--- src/rtl/spi_frame_loader.sv ---
// rtl/spi_frame_loader.sv - SPI byte-stream parser that loads the HUB75 framebuffer
//
// Parses command-framed SPI transactions from the received-byte stream:
//   A0 <addr_h> <addr_l> <data...>  framebuffer write
//   B0 <level>                      set global brightness
// A transaction closes DRAIN_CYC cycles after chip select is released, or after the last
// late byte if that is later. A write transaction that stored at least one byte pulses
// frame_done and flips the displayed bank.
//
// Ports:
//   clk_96m    in   system clock
//   nrst       in   asynchronous active-low reset
//   rx_valid   in   one-cycle strobe, rx_data holds a received byte
//   rx_data    in   received byte
//   spi_scsn   in   raw SPI chip select (active low, asynchronous)
//   fb_we      out  framebuffer write enable, one cycle per byte
//   fb_addr    out  framebuffer write address
//   fb_wdata   out  framebuffer write data
//   fb_bank    out  displayed bank, toggles with frame_done
//   brightness out  global brightness for the PWM stage
//   frame_done out  one-cycle pulse when a write transaction closes
//   overflow   out  sticky, data dropped beyond FB_DEPTH-1
module spi_frame_loader #(
  parameter int          ADDR_W     = 11,
  parameter int          FB_DEPTH   = 2048,
  parameter logic [7:0]  CMD_WRITE  = 8'hA0,
  parameter logic [7:0]  CMD_BRIGHT = 8'hB0,
  parameter int          DRAIN_CYC  = 16
) (
  input  logic              clk_96m,
  input  logic              nrst,
  input  logic              rx_valid,
  input  logic [7:0]        rx_data,
  input  logic              spi_scsn,
  output logic              fb_we,
  output logic [ADDR_W-1:0] fb_addr,
  output logic [7:0]        fb_wdata,
  output logic              fb_bank,
  output logic [7:0]        brightness,
  output logic              frame_done,
  output logic              overflow
);

  localparam int DW = $clog2(DRAIN_CYC + 1);

  typedef enum logic [2:0] {
    S_CMD, S_ADDR_H, S_ADDR_L, S_DATA, S_BRIGHT, S_SKIP
  } state_t;

  state_t            state;
  logic              scsn_m, scsn_s, scsn_d;
  logic [DW-1:0]     drain_cnt;
  // One bit wider than the port so the counter can sit at FB_DEPTH without wrapping.
  logic [ADDR_W:0]   addr;
  logic [ADDR_W:0]   wr_count;
  logic              cs_rise, cs_fall, txn_end;

  assign cs_rise = scsn_s & ~scsn_d;
  assign cs_fall = ~scsn_s & scsn_d;
  // A byte arriving in the final drain cycle reloads the counter, so it still belongs to
  // this transaction and the end is pushed out.
  assign txn_end = (drain_cnt == DW'(1)) && !rx_valid && !cs_rise && !cs_fall;

  always_ff @(posedge clk_96m or negedge nrst) begin
    if (!nrst) begin
      scsn_m <= 1'b1;
      scsn_s <= 1'b1;
      scsn_d <= 1'b1;
    end else begin
      scsn_m <= spi_scsn;
      scsn_s <= scsn_m;
      scsn_d <= scsn_s;
    end
  end

  always_ff @(posedge clk_96m or negedge nrst) begin
    if (!nrst) begin
      drain_cnt <= '0;
    end else if (cs_rise) begin
      drain_cnt <= DW'(DRAIN_CYC);
    end else if (cs_fall) begin
      // CS reasserted while draining: the transaction simply continues.
      drain_cnt <= '0;
    end else if (drain_cnt != '0) begin
      drain_cnt <= rx_valid ? DW'(DRAIN_CYC) : drain_cnt - DW'(1);
    end
  end

  always_ff @(posedge clk_96m or negedge nrst) begin
    if (!nrst) begin
      state      <= S_CMD;
      addr       <= '0;
      wr_count   <= '0;
      fb_we      <= 1'b0;
      fb_addr    <= '0;
      fb_wdata   <= '0;
      fb_bank    <= 1'b0;
      brightness <= '0;
      frame_done <= 1'b0;
      overflow   <= 1'b0;
    end else begin
      fb_we      <= 1'b0;
      frame_done <= 1'b0;
      if (txn_end) begin
        if (state == S_DATA && wr_count != '0) begin
          frame_done <= 1'b1;
          fb_bank    <= ~fb_bank;
        end
        state <= S_CMD;
      end else if (rx_valid) begin
        case (state)
          S_CMD: begin
            if (rx_data == CMD_WRITE) begin
              state    <= S_ADDR_H;
              overflow <= 1'b0;
            end else if (rx_data == CMD_BRIGHT) begin
              state <= S_BRIGHT;
            end else begin
              state <= S_SKIP;
            end
          end
          S_ADDR_H: begin
            addr[ADDR_W]     <= 1'b0;
            addr[ADDR_W-1:8] <= rx_data[ADDR_W-9:0];
            state            <= S_ADDR_L;
          end
          S_ADDR_L: begin
            addr[7:0] <= rx_data;
            wr_count  <= '0;
            state     <= S_DATA;
          end
          S_DATA: begin
            if (addr < (ADDR_W+1)'(FB_DEPTH)) begin
              fb_we    <= 1'b1;
              fb_addr  <= addr[ADDR_W-1:0];
              fb_wdata <= rx_data;
              addr     <= addr + (ADDR_W+1)'(1);
              wr_count <= wr_count + (ADDR_W+1)'(1);
            end else begin
              overflow <= 1'b1;
            end
          end
          S_BRIGHT: begin
            brightness <= rx_data;
            state      <= S_SKIP;
          end
          default: state <= S_SKIP;
        endcase
      end
    end
  end

endmodule

--- config.mk ---
export PLATFORM = sky130hd
export DESIGN_NAME = spi_frame_loader
export DESIGN_NICKNAME = d
export VERILOG_FILES = /design/src/rtl/spi_frame_loader.sv
export SDC_FILE = /design/constraint.sdc
export NUM_CORES = 1
export LEC_CHECK = 0
export ABC_CLOCK_PERIOD_IN_PS = 2200
export CORE_UTILIZATION = 54
export DETAILED_ROUTE_END_ITERATION = 10
export GPL_ROUTABILITY_DRIVEN = 1
export MAX_ROUTING_LAYER = met4
export PLACE_DENSITY_LB_ADDON = 0.15
export SYNTH_ARGS = -nofsm -noshare
export SYNTH_HDL_FRONTEND = slang
export SYNTH_SLANG_ARGS = --single-unit
--- constraint.sdc ---
create_clock -name clk_96m -period 2.2 [get_ports clk_96m]
set_input_delay 0.33 -clock clk_96m [delete_from_list [all_inputs] [get_ports clk_96m]]
set_output_delay 0.33 -clock clk_96m [all_outputs]
set_load 0.02 [all_outputs]
# Word level (Yosys, flattened, before mapping)
# Cells that the tools add are included.
[word_totals]
latch_bits = 0
elab_cells = 81
ff_bits = 66
mem_bits_rw = 0
input_bits = 12
romBits = 0
memories = 0
[op_classes]
mux = 23
shifts = 0
n_div = 0
n_eq_ne = 11
bitwise = 6
addsub = 3
n_mul = 0
magnitude_cmp = 1
reduce_logical = 22
[ops]
columns = ["operator", "n"]
rows = [
  ["12-bit by 1-bit adder with 12-bit output, second input constant", 2],
  ["12-bit 2-to-1 mux", 2],
  ["12-bit case mux with 2 select lines", 1],
  ["5-bit 2-to-1 mux", 4],
  ["8-bit equality test, second input constant", 2],
  ["8-bit case mux with 2 select lines", 1],
  ["12-bit < comparator, second input constant", 1],
  ["3-bit case mux with 4 select lines", 1],
  ["4-bit AND reduction", 3],
  ["12-bit nonzero test", 1],
  ["1-bit 2-to-1 mux", 9],
  ["3-bit 2-to-1 mux", 3],
  ["4-bit case mux with 2 select lines", 1],
  ["2-bit nonzero test", 4],
  ["3-bit by 2-bit equality test with 1-bit output, second input constant", 2],
  ["2-bit != test, second input constant", 3],
  ["5-bit by 1-bit equality test with 1-bit output, second input constant", 1],
  ["5-bit AND reduction", 1],
  ["5-bit nonzero test", 1],
  ["5-bit by 1-bit subtractor with 5-bit output, second input constant", 1],
  ["1-bit logical AND", 4],
  ["1-bit NOT", 4],
  ["2-bit AND reduction", 2],
  ["3-bit by 1-bit equality test with 1-bit output, second input constant", 1],
  ["other kinds (8)", 11],
]

# Longest topological paths before layout
# Gate-level depths: netlist of run 1.
[depth]
word_depth = 7
depth_mapped = 8
ltp_nobuf = 6

# Worst setup path before layout of run 1
# Ideal clock, no wire load.
[synth_path]
kind = "reg2reg"
start = "reg state[0]"
end = "reg wr_count[8]"
arrival_ns = 1.687
setup_slack_ns = 0.436
t_required_ns = 2.123
synth_period_minus_slack_ns = 1.764
stages_incl_launch_ff = 8
setup_ns = 0.077
cell_sequence = "dfrtp_1 buf_6 and2_4 buf_6 or2_1 clkbuf_2 or4_1 a21oi_1"
[synth_between]
elab_chain_cells = 3
[synth_lines]
columns = ["item", "line", "source"]
rows = [
  ["start: declaration", "50", "state_t state;"],
  ["start signal: assignment", "91", "state <= S_CMD;"],
  ["start signal: assignment", "109", "state <= S_CMD;"],
  ["start signal: assignment", "114", "state <= S_ADDR_H;"],
  ["3-bit by 2-bit equality test with 1-bit output", "111", "case (state)"],
  ["2-bit by 1-bit != test with 1-bit output (no source line) or 2-bit nonzero test (tied branches)", "-", ""],
  ["4-bit AND reduction (no source line)", "-", ""],
  ["end signal: assignment", "138", "wr_count <= wr_count + (ADDR_W+1)'(1);"],
  ["end: declaration", "55", "logic [ADDR_W:0] wr_count;"],
]
# Parallel ways exist; a longest one is shown, timed or not.
# A chain may end at the register's enable or synchronous reset.

# Worst setup path after layout of run 1
[layout_path]
start = "reg scsn_s"
end = "reg fb_bank"
[layout_between]
elab_chain_cells = 5
[layout_lines]
columns = ["item", "line", "source"]
rows = [
  ["start: declaration", "51", "logic scsn_m, scsn_s, scsn_d;"],
  ["start signal: assignment", "71", "scsn_s <= scsn_m;"],
  ["1-bit bitwise AND or 1-bit NOT (tied branches)", "58, 59", ""],
  ["1-bit logical NOT or 1-bit bitwise AND (tied branches)", "62, 59", ""],
  ["1-bit logical AND or 1-bit logical NOT (tied branches)", "62", "assign txn_end = (drain_cnt == DW'(1)) && !rx_valid && !cs_rise && !cs_fall;"],
  ["1-bit logical AND (*)", "62", ""],
  ["2-bit AND reduction (no source line) (*)", "-", ""],
  ["end signal: assignment", "107", "fb_bank <= ~fb_bank;"],
  ["end: declaration", "38", "output logic fb_bank,"],
]
# Every way passes the cells marked *; elsewhere a longest branch is shown, timed or not.

==> impl_metrics.json, run 1 <==
{
  "clk_latency_ps": 330,
  "p_clk_share_pct": 21.3,
  "crit_arrival_ps": 2070,
  "critPathMaxStageDelay_ps": 560,
  "hold_slack_ps": -0.5402,
  "busiest_layer": "met2",
  "yosys.area.top_type": "dfrtp_1",
  "drc": 0,
  "grtUsageMet3_pct": 4.706,
  "netlist.area_leader.share_pct": 50.62,
  "slowest_stage": "dfstp_2",
  "grt_usage_pct": 23.61,
  "finalPower_mw": 4.850,
  "p_leak_nw": 1.650,
  "hold_viol_final": 3,
  "hpwl_mm": 4.415,
  "postSynthCellCount": 280,
  "met1_usage_pct": 32.04,
  "synth_compound_area_share_pct": 10.33,
  "worstSetupStartpointType": "register",
  "cp-end-kind": "register",
  "clk_path_buf_depth": 2,
  "synth_area_mm2": 0.003114,
  "yosys_most_used_dff": "dfrtp_1",
  "maxCapViolCount": 0,
  "ys_ff_latch": 66,
  "gp_congestion": 0.8318,
  "reg2reg_depth": 6,
  "antenna_cells": 0,
  "num_io_pins": 43,
  "post-route-period-util_pct": 82.46,
  "grt_use_met2_pct": 33.72,
  "cts-resized-gates": 0,
  "p_sw_mw": 1.688,
  "slew_headroom_pct": 75.73,
  "ys_seq_area_share_pct": 53.15,
  "cts_made_buffers": 9,
  "worst_ir_drop_vdd_uv": 806.4,
  "power_density_mw_per_mm2": 1268,
  "synth-edff-count": 0,
  "design.die.area_mm2": 0.006075,
  "switching_share_pct": 34.80,
  "r2r_end": "fb_bank",
  "timing.fmax_ghz": 0.5513,
  "fin_tns_setup_ps": 0,
  "coreArea_mm2": 0.005540,
  "cts_tree": "done",
  "postCtsSetupRepairBufs": 0,
  "skew_ps": 5.826,
  "areaGrowthSynthToFinish_pct": 22.82,
  "die_w_um": 77.94,
  "clock_sinks": 66,
  "h-tree-depth": 3,
  "drv_slew": 0,
  "grt_pass1_wl_mm": 10.67,
  "holdBufCountCts": 0,
  "rows": 27,
  "drive_gt1_share_pct": 19.40,
  "ys_top_cells_by_area": "dfrtp_1 (51%), mux2_2 (9.4%), ha_1 (3.2%), a21oi_1 (2.6%), dfstp_2 (2.5%)",
  "synth_top_family_by_area": "simple AND/OR/NAND/NOR gates",
  "wl_per_cell_um": 16.04,
  "hold_path_class": "primary input to asynchronous set/reset pin",
  "num-fill-cells": 411,
  "synth_mux_area_share_pct": 10.41,
  "worstPathCellList": "inv_1, ha_1, nor3_1, nand3_1, nor3_1, xor2_1",
  "worst_pin_slew_ps": 364.1,
  "setup_viol": 0,
  "synthAdderAreaFrac_pct": 3.214,
  "yosysWarnings": 0,
  "ant_nets": 0,
  "num_vias": 2368,
  "finalCriticalPeriod_ps": 1814,
  "root_buffer": "clkbuf_8",
  "async_flop_share_pct": 100.0,
  "grt_max_degree": 67,
  "rsz0062_at_grt": "false",
  "pwr-share-comb_pct": 37.0,
  "synth_most_common_cell": "dfrtp_1",
  "clkTransAtPathRegs_ps": 70,
  "r2r_start": "scsn_s",
  "pwr-share-seq_pct": 41.7,
  "grt_pass1_vias": 2199,
  "yosys.area_share.simple_pct": 16.47,
  "avgViaCountPerCell": 5.818,
  "synthTopCellsByCount": "dfrtp_1 (63), mux2_2 (26), nand2_1 (20), nor2_1 (20), a21oi_1 (16)",
  "synth_xor_area_share_pct": 2.812,
  "cp_max_fo": 4,
  "dieHeight_um": 77.94,
  "wl_mm": 6.528,
  "reg2reg_slack_ps": 390,
  "synth.distinct_cells": 49,
  "path_class": "register to register",
  "violations": "negative hold slack",
  "start_util_pct": 56.21,
  "grt_overflow": 0,
  "io_buffers": 42,
  "crit_top_cell": "nor3_1",
  "avgSynthCellArea_um2": 11.12,
  "status": "finished, violations left",
  "nets": 350,
  "required_ps": 2460,
  "syn_nets": 300,
  "drt_first_pass_iters": 6,
  "first_iter_violations": 213,
  "p_int_mw": 3.162,
  "antenna_found_initial": 0
}
[state kept, by name, indices dropped and copies added (netlist names)]
signal and flops:
overflow 1, frame_done 1, fb_addr 11, wr_count 12
drain_cnt 5, addr 12, fb_we 1, scsn_d 1
scsn_m 1, scsn_s 1, brightness 8, fb_wdata 8
fb_bank 1, state 3
[final cells by class]
| class | count | area (um2) | share of cell area [%] |
|---|---|---|---|
| inverter | 7 | 26.28 | 0.6869 |
| tap | 72 | 90.09 | 2.355 |
| clock inverter | 5 | 52.55 | 1.374 |
| clock buffer | 11 | 151.4 | 3.958 |
| multi-input combinational | 194 | 1346 | 35.20 |
| sequential | 66 | 1655 | 43.28 |
| timing repair buffer | 52 | 503.0 | 13.15 |
[worst max-delay path, delay by kind of cell (launching register included)]
| family | cells | cell delay (ps) |
|---|---|---|
| and+or+nand+nor | 3 | 770 |
| DFF | 1 | 560 |
| adders and majority gates | 1 | 200 |
| xor gates and xnor gates | 1 | 180 |
| buffers and inverters | 1 | 50 |
[logic make-up (layout without fill, tap and decap cells)]
group	Yosys count	in the layout
simple gates	96	96
flops	66	66
compound gates	51	51
mux	29	29
buf+inv	20	75
xor+xnor	10	10
fa+ha+maj	8	8
[metal layers]
layer,vias up,share of wire (%)
met3,8,4.3
met4,0,1.4
met2,71,47
li1,1113,-
met1,1176,47
met5,-,0
[how the worst max path moves through the flow]
stage / startpoint / endpoint / slack, ps / depth (start not counted)
global route: scsn_s / fb_bank / 210 / 6
finish: scsn_s / fb_bank / 390 / 6
detailed placement: rx_valid / wr_count[10] / 150 / 5
global placement: rx_valid / wr_count[8] / 200 / 5
CTS: scsn_s / fb_bank / 360 / 6
floorplan: state[0] / wr_count[8] / 440 / 7
[stage by stage]
| stage | std cells | setup WS, ps | area, um2 | hold slack (ps) | utilization [%] |
|---|---|---|---|---|---|
| after CTS | 407 | 355.8 | 3825 | 8.698 | 69.04 |
| after global routing | 407 | 213.9 | 3825 | 40.94 | 69.04 |
| after floorplan | 280 | 435.5 | 3114 | 34.41 | - |
| final | 407 | 386.0 | 3825 | -0.5402 | 69.04 |
| after detailed placement | 391 | 153.8 | 3621 | 347.6 | 65.36 |
| after global placement | 391 | 204.0 | 3621 | 347.2 | 65.36 |
[cells in the final DEF (no fill, tap or decap), drive strengths merged, types with 7 or more instances in the layout]
master         netlist  layout
a21oi               16      16
buf                  6      11
clkbuf               7      11
clkdlybuf4s50        0      41
dfrtp               63      63
ha                   8       8
inv                  7       7
mux2                27      27
nand2               20      20
nand3               10      10
nor2                21      21
nor3                11      11
o21ai               13      13
xnor2                9       9
[power groups by stage]
stage / combinational, mW / clock (mW) / sequential [mW]
after global placement: 1.75 / 0 / 2.02
after floorplan: 0.812 / 0 / 2.24
after detailed placement: 1.80 / 0 / 2.03
after global routing: 1.93 / 1.11 / 2.09
after CTS: 1.81 / 1.05 / 2.02
final: 1.79 / 1.03 / 2.02
Note: power is estimated with default switching activity, not from simulation.
==> run 2: changes to the inputs <==
Settings changed: ABC_CLOCK_PERIOD_IN_PS 2200 to 1770.
Clock period 2.2 ns to 1.77 ns, I/O delays scaled along.
==> run 2 against run 1 <==
Net effect: the run now ends clean; sequential share of layout area is 1.4 points lower; cell area increased by 3.4%; clock skew rose by 2.5 ps; non-clock buffer count increased by 19; largest cell class unchanged; highest routed layer unchanged.
==> impl_metrics.json, run 2 (synthesis results as in run 1) <==
{
  "io_buffers": 42,
  "grt_pass1_wl_mm": 10.91,
  "cts_made_buffers": 9,
  "rows": 27,
  "slew_headroom_pct": 63.69,
  "die_w_um": 77.94,
  "wl_per_cell_um": 15.64,
  "design.die.area_mm2": 0.006075,
  "required_ps": 2020,
  "wl_mm": 6.645,
  "drt_first_pass_iters": 5,
  "worstPathCellList": "nand3b_1, or2_1, or4_1, a21oi_1",
  "fin_cells": 425,
  "min_from": "spi_scsn",
  "maxCapViolCount": 0,
  "start_util_pct": 56.21,
  "coreArea_mm2": 0.005540,
  "grt_max_degree": 25,
  "cp_num_buf_inv": 0,
  "clk_path_buf_depth": 2,
  "slowest_stage": "or4_1",
  "reg_top3": "addr: 12 flops, wr_count: 12 flops, fb_addr: 11 flops",
  "status": "finished clean",
  "post-route-period-util_pct": 92.87,
  "clk_latency_ps": 340,
  "r2r_start": "state[2]",
  "clock_sinks": 66,
  "worstSetupStartpointType": "register",
  "ant_nets": 0,
  "first_iter_violations": 176,
  "worst_ir_drop_vdd_uv": 1195,
  "p_leak_nw": 1.735,
  "cts_tree": "done",
  "antenna_found_initial": 0,
  "drive_gt1_share_pct": 23.23,
  "crit_arrival_ps": 1900,
  "skew_ps": 8.294,
  "num_vias": 2444,
  "fin_util_pct": 71.36,
  "grt_usage_pct": 24.41,
  "drc": 0,
  "grt_pass1_vias": 2300,
  "cp_max_fo": 7,
  "cp-end-kind": "register",
  "dieHeight_um": 77.94,
  "power_density_mw_per_mm2": 1496,
  "num_io_pins": 43,
  "hold_viol_final": 0,
  "crit_start": "state[2]",
  "final_common_cell": "dfrtp_1",
  "worst_pin_slew_ps": 544.7,
  "antenna_cells": 0,
  "hpwl_mm": 4.695,
  "postCtsSetupRepairBufs": 0,
  "root_buffer": "clkbuf_8",
  "avgViaCountPerCell": 5.751,
  "most-common-layout-cells": "dfrtp_1 (63), clkdlybuf4s50_1 (41), mux2_2 (26), buf_4 (26)",
  "clkTransAtPathRegs_ps": 70,
  "timing.fmax_ghz": 0.6084,
  "drv_slew": 0,
  "gp_congestion": 0.8678,
  "grt_overflow": 0,
  "num-fill-cells": 421,
  "rsz0062_at_grt": "false",
  "place_inst": 409,
  "nets": 369,
  "h-tree-depth": 3,
  "areaGrowthSynthToFinish_pct": 26.96,
  "hold_path_class": "primary input to register",
  "setup_viol": 0,
  "critPathTopFamily": "simple AND/OR/NAND/NOR gates",
  "finalCriticalPeriod_ps": 1644,
  "path_class": "register to register",
  "critPathMaxStageDelay_ps": 500
}
==> run 2: worst paths after layout <==
path | to | slack, ps | cells after the start
setup / recovery | wr_count[10] | 130 | 4
hold / removal | scsn_m | 330 | 1
setup reg to reg | wr_count[10] | 130 | 4
hold reg to reg | scsn_s | 360 | 0
max in group asynchronous | scsn_s | 740 | 3
min in group asynchronous | wr_count[6] | 440 | 2
==> run 2: final cells by class <==
type                       instances  area (um2)  area share, %
sequential                        66        1655          41.87
multi-input combinational        194        1351          34.18
timing repair buffer              71       660.6          16.71
clock buffer                      12       155.1          3.924
tap                               72       90.09          2.278
inverter                           7       26.28         0.6646
clock inverter                     3       15.01         0.3797
==> run 2: per-layer routing <==
layer	routed length, um	up-vias	global-route usage, %	part of all wire, %
met3	324	7	4.235	4.9
li1	-	1145	-	-
met5	0	-	-	0
met2	3115	64	35.75	47
met4	89	0	10.93	1.3
met1	3115	1228	33.46	47
==> run 2: metrics by stage <==
stage               TNS, ps  power [mW]  hold WS (ps)  setup WS, ps  instance area [um2]
floorplan                 0       3.796        -30.09         5.501                 3114
global placement     -491.2       4.744         275.3        -113.9                 3769
detailed placement    -1175       4.816         271.4        -154.3                 3769
CTS                       0       5.949         319.2         73.16                 3949
global route              0       6.241         323.0         54.29                 3954
finish                    0       5.915         333.5         126.2                 3954
==> run 2: power by group <==
part / switching (mW) / total (mW) / leakage [nW] / internal, mW
registers: 0.426 / 2.47 / 0.822 / 2.05
clock network: 0.534 / 1.10 / 0.0920 / 0.570
logic: 1.12 / 2.34 / 0.820 / 1.22
total: 2.08 / 5.91 / 1.73 / 3.84
==> run 2: worst reg2reg max path, stage by stage, from the launching register on <==
cell      delay, ps
dfrtp_1         440
nand3b_1        190
or2_1           270
or4_1           500
a21oi_1         160
==> run 2: timing repair <==
action | CTS | global route
hold endpoints to repair | 20 | 0
resized for setup | 0 | 1
hold buffers | 1 | 0
endpoints found under the setup margin | 0 | 2
